`config.mk`:
```
export PLATFORM = sky130hd
export DESIGN_NAME = seq_div_16_bit_flat
export DESIGN_NICKNAME = d
export VERILOG_FILES = /design/src/rtl/seq_div_16_bit_if.sv /design/src/rtl/seq_div_16_bit.sv /design/src/flat_wrapper.sv
export SDC_FILE = /design/constraint.sdc
export NUM_CORES = 1
export LEC_CHECK = 0
export BUFFER_PORTS_ARGS = -buffer_cell sky130_fd_sc_hd__buf_2
export CELL_PAD_IN_SITES_DETAIL_PLACEMENT = 0
export CELL_PAD_IN_SITES_GLOBAL_PLACEMENT = 1
export CORE_ASPECT_RATIO = 1.1
export CORE_MARGIN = 8
export CORE_UTILIZATION = 35
export CTS_CLUSTER_DIAMETER = 200
export DETAILED_ROUTE_END_ITERATION = 7
export PLACE_DENSITY = 0.79
export SLEW_MARGIN = 20
export SYNTH_ARGS = -nofsm -noshare
export SYNTH_HDL_FRONTEND = slang
export SYNTH_SLANG_ARGS = --single-unit
```
`constraint.sdc`:
```
create_clock -name clk -period 5.2 [get_ports clk]
set_input_delay 0.26 -clock clk [delete_from_list [all_inputs] [get_ports clk]]
set_output_delay 0.26 -clock clk [all_outputs]
set_load 0.005 [all_outputs]
```
`src/rtl/seq_div_16_bit_if.sv`:
```
// seq_div_16_bit_if: start/operand request and result bundle of the 16-bit sequential divider
interface seq_div_16_bit_if;
  logic        start;
  logic [15:0] A;
  logic [15:0] B;
  logic        busy;
  logic        done;
  logic [15:0] Q;
  logic [15:0] R;
  logic        Div_Zero;
  modport master (output start, A, B, input busy, done, Q, R, Div_Zero);
  modport slave  (input start, A, B, output busy, done, Q, R, Div_Zero);
endinterface

```
`src/rtl/seq_div_16_bit.sv`:
```
// seq_div_16_bit: 16-bit unsigned restoring divider, one quotient bit per cycle
module seq_div_16_bit (
  input  logic             clk,
  input  logic             rst_n,
  seq_div_16_bit_if.slave  bus
);
  typedef enum logic [1:0] {IDLE, RUN, DONE} state_t;
  state_t      state_q;
  logic [3:0]  cnt_q;
  logic [15:0] dvd_q;
  logic [15:0] b_q;
  logic [15:0] rem_q;
  logic [15:0] q_q;
  logic [15:0] r_q;
  logic        busy_q;
  logic        done_q;
  logic        dz_q;
  logic [16:0] shift_d;
  logic [16:0] trial_d;
  logic [15:0] rem_d;
  logic [15:0] dvd_d;
  // One restoring step: a 17-bit trial so a remainder with bit 15 set cannot overflow.
  // Since rem_q < B holds, bit 16 of the trial is exactly the borrow.
  always_comb begin
    shift_d = {rem_q, dvd_q[15]};
    trial_d = shift_d - {1'b0, b_q};
    rem_d   = trial_d[16] ? shift_d[15:0] : trial_d[15:0];
    dvd_d   = {dvd_q[14:0], ~trial_d[16]};
  end
  // Control FSM with registered outputs; the dividend register fills with quotient bits.
  always_ff @(posedge clk or negedge rst_n) begin
    if (!rst_n) begin
      state_q <= IDLE;
      cnt_q   <= '0;
      dvd_q   <= '0;
      b_q     <= '0;
      rem_q   <= '0;
      q_q     <= '0;
      r_q     <= '0;
      busy_q  <= 1'b0;
      done_q  <= 1'b0;
      dz_q    <= 1'b0;
    end else begin
      case (state_q)
        IDLE: if (bus.start) begin
          dvd_q  <= bus.A;
          b_q    <= bus.B;
          rem_q  <= '0;
          cnt_q  <= '0;
          busy_q <= 1'b1;
          if (bus.B == 16'd0) begin
            state_q <= DONE;
            q_q     <= 16'hFFFF;
            r_q     <= bus.A;
            dz_q    <= 1'b1;
            done_q  <= 1'b1;
          end else begin
            state_q <= RUN;
            dz_q    <= 1'b0;
          end
        end
        RUN: begin
          rem_q <= rem_d;
          dvd_q <= dvd_d;
          cnt_q <= cnt_q + 4'd1;
          if (cnt_q == 4'd15) begin
            state_q <= DONE;
            q_q     <= dvd_d;
            r_q     <= rem_d;
            done_q  <= 1'b1;
          end
        end
        DONE: begin
          state_q <= IDLE;
          done_q  <= 1'b0;
          busy_q  <= 1'b0;
        end
        default: state_q <= IDLE;
      endcase
    end
  end
  assign bus.busy     = busy_q;
  assign bus.done     = done_q;
  assign bus.Q        = q_q;
  assign bus.R        = r_q;
  assign bus.Div_Zero = dz_q;
endmodule

```
`src/flat_wrapper.sv`:
```
// flat-port wrapper written by rule: the top's interface ports become plain ports
module seq_div_16_bit_flat 
  (clk, rst_n, bus_start, bus_A, bus_B, bus_busy, bus_done, bus_Q, bus_R, bus_Div_Zero);
  seq_div_16_bit_if bus_i ();
  input  logic clk;
  input  logic rst_n;
  input wire logic [$bits(bus_i.start)-1:0] bus_start;
  input wire logic [$bits(bus_i.A)-1:0] bus_A;
  input wire logic [$bits(bus_i.B)-1:0] bus_B;
  output wire logic [$bits(bus_i.busy)-1:0] bus_busy;
  output wire logic [$bits(bus_i.done)-1:0] bus_done;
  output wire logic [$bits(bus_i.Q)-1:0] bus_Q;
  output wire logic [$bits(bus_i.R)-1:0] bus_R;
  output wire logic [$bits(bus_i.Div_Zero)-1:0] bus_Div_Zero;
  assign bus_i.start = bus_start;
  assign bus_i.A = bus_A;
  assign bus_i.B = bus_B;
  assign bus_busy = bus_i.busy;
  assign bus_done = bus_i.done;
  assign bus_Q = bus_i.Q;
  assign bus_R = bus_i.R;
  assign bus_Div_Zero = bus_i.Div_Zero;
  seq_div_16_bit u_core (.clk(clk), .rst_n(rst_n), .bus(bus_i));
endmodule
```
==> summary by stage <==
Logic synthesis
The top cell type by area accounts for 47.2% of the synthesized area. In this run the mean area of a mapped cell was just under 9 sq um. The number of enable flip-flop cells after synthesis is 0. The total nets after synthesis is 594. Ranked by total cell area, the synthesized netlist is headed by sky130_fd_sc_hd__dfrtp_1, sky130_fd_sc_hd__nand2_1, sky130_fd_sc_hd__nor2_1. The instance count of the mapped netlist is 541.

The synthesized area is about 0.0047 sq mm. Summed over all instances, the cell type with the most area after synthesis is sky130_fd_sc_hd__dfrtp_1. After synthesis, flip-flops and latches occupy 47.2% of the total area.

For this run, the number of Yosys warnings is 0. The async set-reset flop share out of synthesis is between 90% and 100%. The number of synthesized register bits is 89.

The number of distinct library cells after synthesis is 56. Among all flip-flop cells after synthesis, the most frequent one is sky130_fd_sc_hd__dfrtp_1.

Critical path
Together, buffers and inverters on the worst path number 2. The maximum single-stage delay on the critical path is approximately 770 ps. Data on the critical path is required at its endpoint by 5420 ps. The register-to-register path setup slack is approximately 1900 ps. Walking the worst path, the cells encountered are inv_1 > ha_1 > inv_1 > fa_1 > a211oi_1 > o21ai_1 > o21ai_1 > a21oi_1 > nor2_1 > mux2i_1 > o221ai_1.

Broken down by cell family, the worst path's largest delay share belongs to compound AO/OA/AOI/OAI gates. The worst setup path category is flop to flop. The slowest stage of the critical path belongs to the cell sky130_fd_sc_hd__nor2_1. The number of cell instances on the worst register-to-register path is 11. The kind of start point of the critical path is a flop. For the worst setup path, the data arrival time is around 3600 ps. The cell count along the critical path is 11. The highest net fanout along the worst path is 12.

STA classifies the critical path endpoint as a flop.

Clock network
The buffer levels on the longest clock path is 2. After clock tree synthesis, the repair step resized 0 gates. The total number of H-tree levels is 3. The quantity of hold-fixing buffers added after cts is 1. The buffers inserted during post-CTS setup optimization is 0.

TritonCTS built the clock tree. The insertion delay to the later sink of the worst-skew pair is 350 ps. TritonCTS created 9 clock buffers. The clock-pin slew on the worst setup and hold paths is ~70 ps. The clock tree root driver cell is sky130_fd_sc_hd__clkbuf_16. The sink count of the clock tree is 89.

Layout
In the layout the commonest cells are sky130_fd_sc_hd__dfrtp_1, sky130_fd_sc_hd__nand2_1, sky130_fd_sc_hd__nor2_1, sky130_fd_sc_hd__buf_2, sky130_fd_sc_hd__a21oi_1. The layout has ~1300 filler cells. The area used by sequential logic in the layout is about 0.0022 sq mm. The final-stage net count is about 660. The number of antenna diodes in the final layout is 0. Summing all multi-input logic gate instances after layout gives approximately 0.0023 sq mm.

In the final layout, the share of cells above drive strength 1 is roughly 17%. From synthesis to final layout, the design area changed by 16.7%. The leading cell type in the layout, fill and taps excluded is sky130_fd_sc_hd__dfrtp_1.

STA
The count of endpoints failing hold in the final timing report is 0. The final hold slack is 130 ps. The clock tree skew after final layout is slightly above 8 ps. Setup total negative slack on the finished layout was measured at 0 ps. Setup violations remaining at the end of the flow were counted as 0. Setup repair after global routing left no endpoint under its margin.

The minimum clock period after layout is ~3300 ps. After layout, the worst path uses between 60 and 70% of the clock period. For this run, the top clock speed supported by timing is between 0.2 and 0.3 GHz. The headroom to the max-slew limit is 35.8%. At the pin with the least slew margin, the transition time is between 900 and 1000 ps. The number of max-slew violations in the final report is 0.

Die
The floorplan step set the die height to between 100 and 150 microns. For this configuration, the core starts out at a cell density of 35.8%. The die extent in x is ~130 microns.

70 I/O pins were placed. Row generation in the floorplan step produced 44 rows. The core region is 0.0132 sq mm. The floorplan die area is 0.0174 sq mm.

Drt
Dividing the detail-routed wire length by the instance count gives between 15 and 20 microns. For this block, the routed nets add up to 12900 microns of wire. The number of nets with antenna violations after routing is 0.

In this run, the number of DRC markers left after iteration 0 of detailed routing was between 300 and 400. Using the TritonRoute via totals, the vias-per-cell ratio works out to between 5 and 6. For this run, design rule violations remaining after detail routing come to 0. The routed layout has 4123 vias. Before antenna repair, the detailed router went through 5 iterations.

Global routing
The via count of the first global-routing pass is 4012. Entering global routing, the biggest net connects 62 pins. Global routing used roughly 15% of the available tracks across all layers. The initial antenna violation count is 0.

The aggregate global routing overflow is 0. The first global-routing pass estimated roughly 21000 microns of wire.

Pwr
IR analysis of the VDD net gives a maximum drop of between 0.0002 and 0.00025 V. For this design the ratio of total power to cell area is 780 mW/mm^2. Summed over all cells, the static leakage comes to about 2.4 nW.

Worst hold path
The cell depth of the worst min-delay path is 3. The type of the worst min-delay path is primary input to flop.

Placement
The number of buffer cells added on primary ports is between 60 and 70. The detailed placer's ending HPWL is between 9000 and 10000 microns. At the end of routability-driven placement, the weighted congestion stood at slightly below 0.9.

Job
The number of max-cap violations is 0.

Status
The run finished with clean final reports.
-- cell families (layout without fill, tap and decap cells) --
logic type	count (synthesis)	count (layout)	synth area share, %
and+or+nand+nor	214	214	19.6
AOI/OAI and AO/OA	145	145	19.6
muxes	9	9	1.94
xor gates and xnor gates	12	12	2.23
DFF	89	89	47.2
adders and majority gates	18	18	4.94
buffers and inverters	54	119	4.54
-- worst min-delay path: stages --
cell and delay [ps]:
sky130_fd_sc_hd__buf_2 90, sky130_fd_sc_hd__nand2_1 40, sky130_fd_sc_hd__o21ai_0 50
-- path summary, 6_finish.rpt --
check | start | end
max reg2reg | u_core.dvd_q[15] | u_core.bus.R[3]
max in group asynchronous | rst_n | u_core.b_q[7]
min reg2reg | u_core.bus.Div_Zero | u_core.bus.Div_Zero
max | u_core.dvd_q[15] | u_core.bus.R[3]
min | bus_B[3] | u_core.b_q[3]
min in group asynchronous | rst_n | u_core.dvd_q[3]
-- flip-flops by register name (all words and copies together) (netlist names) --
signal,count
u_core.b_q,16
u_core.bus.Div_Zero,1
u_core.bus.Q,16
u_core.bus.R,16
u_core.bus.busy,1
u_core.bus.done,1
u_core.cnt_q,4
u_core.dvd_q,16
u_core.rem_q,16
u_core.state_q,2
-- through the flow --
stage / setup WS [ps] / instance area, sq um / utilization (%) / total power, mW / std cells
CTS: 1860 / 5500 / 41.8 / 4.32 / 767
floorplan: 2550 / 4710 / - / 2.99 / 541
global route: 1540 / 5500 / 41.8 / 4.67 / 767
global placement: 1960 / 5230 / 39.7 / 3.66 / 751
detailed placement: 1880 / 5230 / 39.7 / 3.70 / 751
finish: 1860 / 5500 / 41.8 / 4.29 / 767
-- metal layers --
layer | vias to the layer above | GRT usage [%] | share of wire (%)
li1 | 2025 | - | -
met1 | 1958 | 20.1 | 49
met2 | 121 | 23.0 | 44
met3 | 19 | 3.45 | 5.3
met4 | 0 | 7.01 | 2.1
met5 | - | 0 | 0
-- power breakdown --
group | internal, mW | switching [mW] | total [mW]
registers | 1.02 | 0.238 | 1.26
clock network | 0.324 | 0.282 | 0.605
logic | 0.962 | 1.47 | 2.43
total | 2.31 | 1.99 | 4.29
-- cell usage after synthesis (3+ instances only) --
cell / n
sky130_fd_sc_hd__o221ai_1: 3
sky130_fd_sc_hd__o21ai_0: 32
sky130_fd_sc_hd__nor2_1: 71
sky130_fd_sc_hd__nand2b_1: 3
sky130_fd_sc_hd__dfrtp_1: 89
sky130_fd_sc_hd__a21o_1: 4
sky130_fd_sc_hd__xor2_1: 5
sky130_fd_sc_hd__buf_1: 5
sky130_fd_sc_hd__clkbuf_1: 17
sky130_fd_sc_hd__a41oi_1: 4
sky130_fd_sc_hd__a21oi_1: 41
sky130_fd_sc_hd__o21a_1: 4
sky130_fd_sc_hd__ha_1: 17
sky130_fd_sc_hd__nand3_1: 21
sky130_fd_sc_hd__nor4_1: 8
sky130_fd_sc_hd__xnor2_1: 7
sky130_fd_sc_hd__nand2_1: 87
sky130_fd_sc_hd__o211ai_1: 3
sky130_fd_sc_hd__buf_2: 3
sky130_fd_sc_hd__o21ai_1: 4
sky130_fd_sc_hd__mux2i_1: 8
sky130_fd_sc_hd__nand4_1: 6
sky130_fd_sc_hd__a31oi_1: 23
sky130_fd_sc_hd__nor3_1: 6
sky130_fd_sc_hd__o2111ai_1: 3
sky130_fd_sc_hd__inv_1: 27
-- final cells by class --
class / count / area share [%]
Inverter: 27 / 1.84
Tap cell: 161 / 3.66
Sequential cell: 89 / 40.5
Clock buffer: 9 / 4.09
Multi-Input combinational cell: 398 / 41.7
Timing Repair Buffer: 77 / 7.46
Clock inverter: 6 / 0.796
No activity file was read; power rests on OpenSTA's default activity.
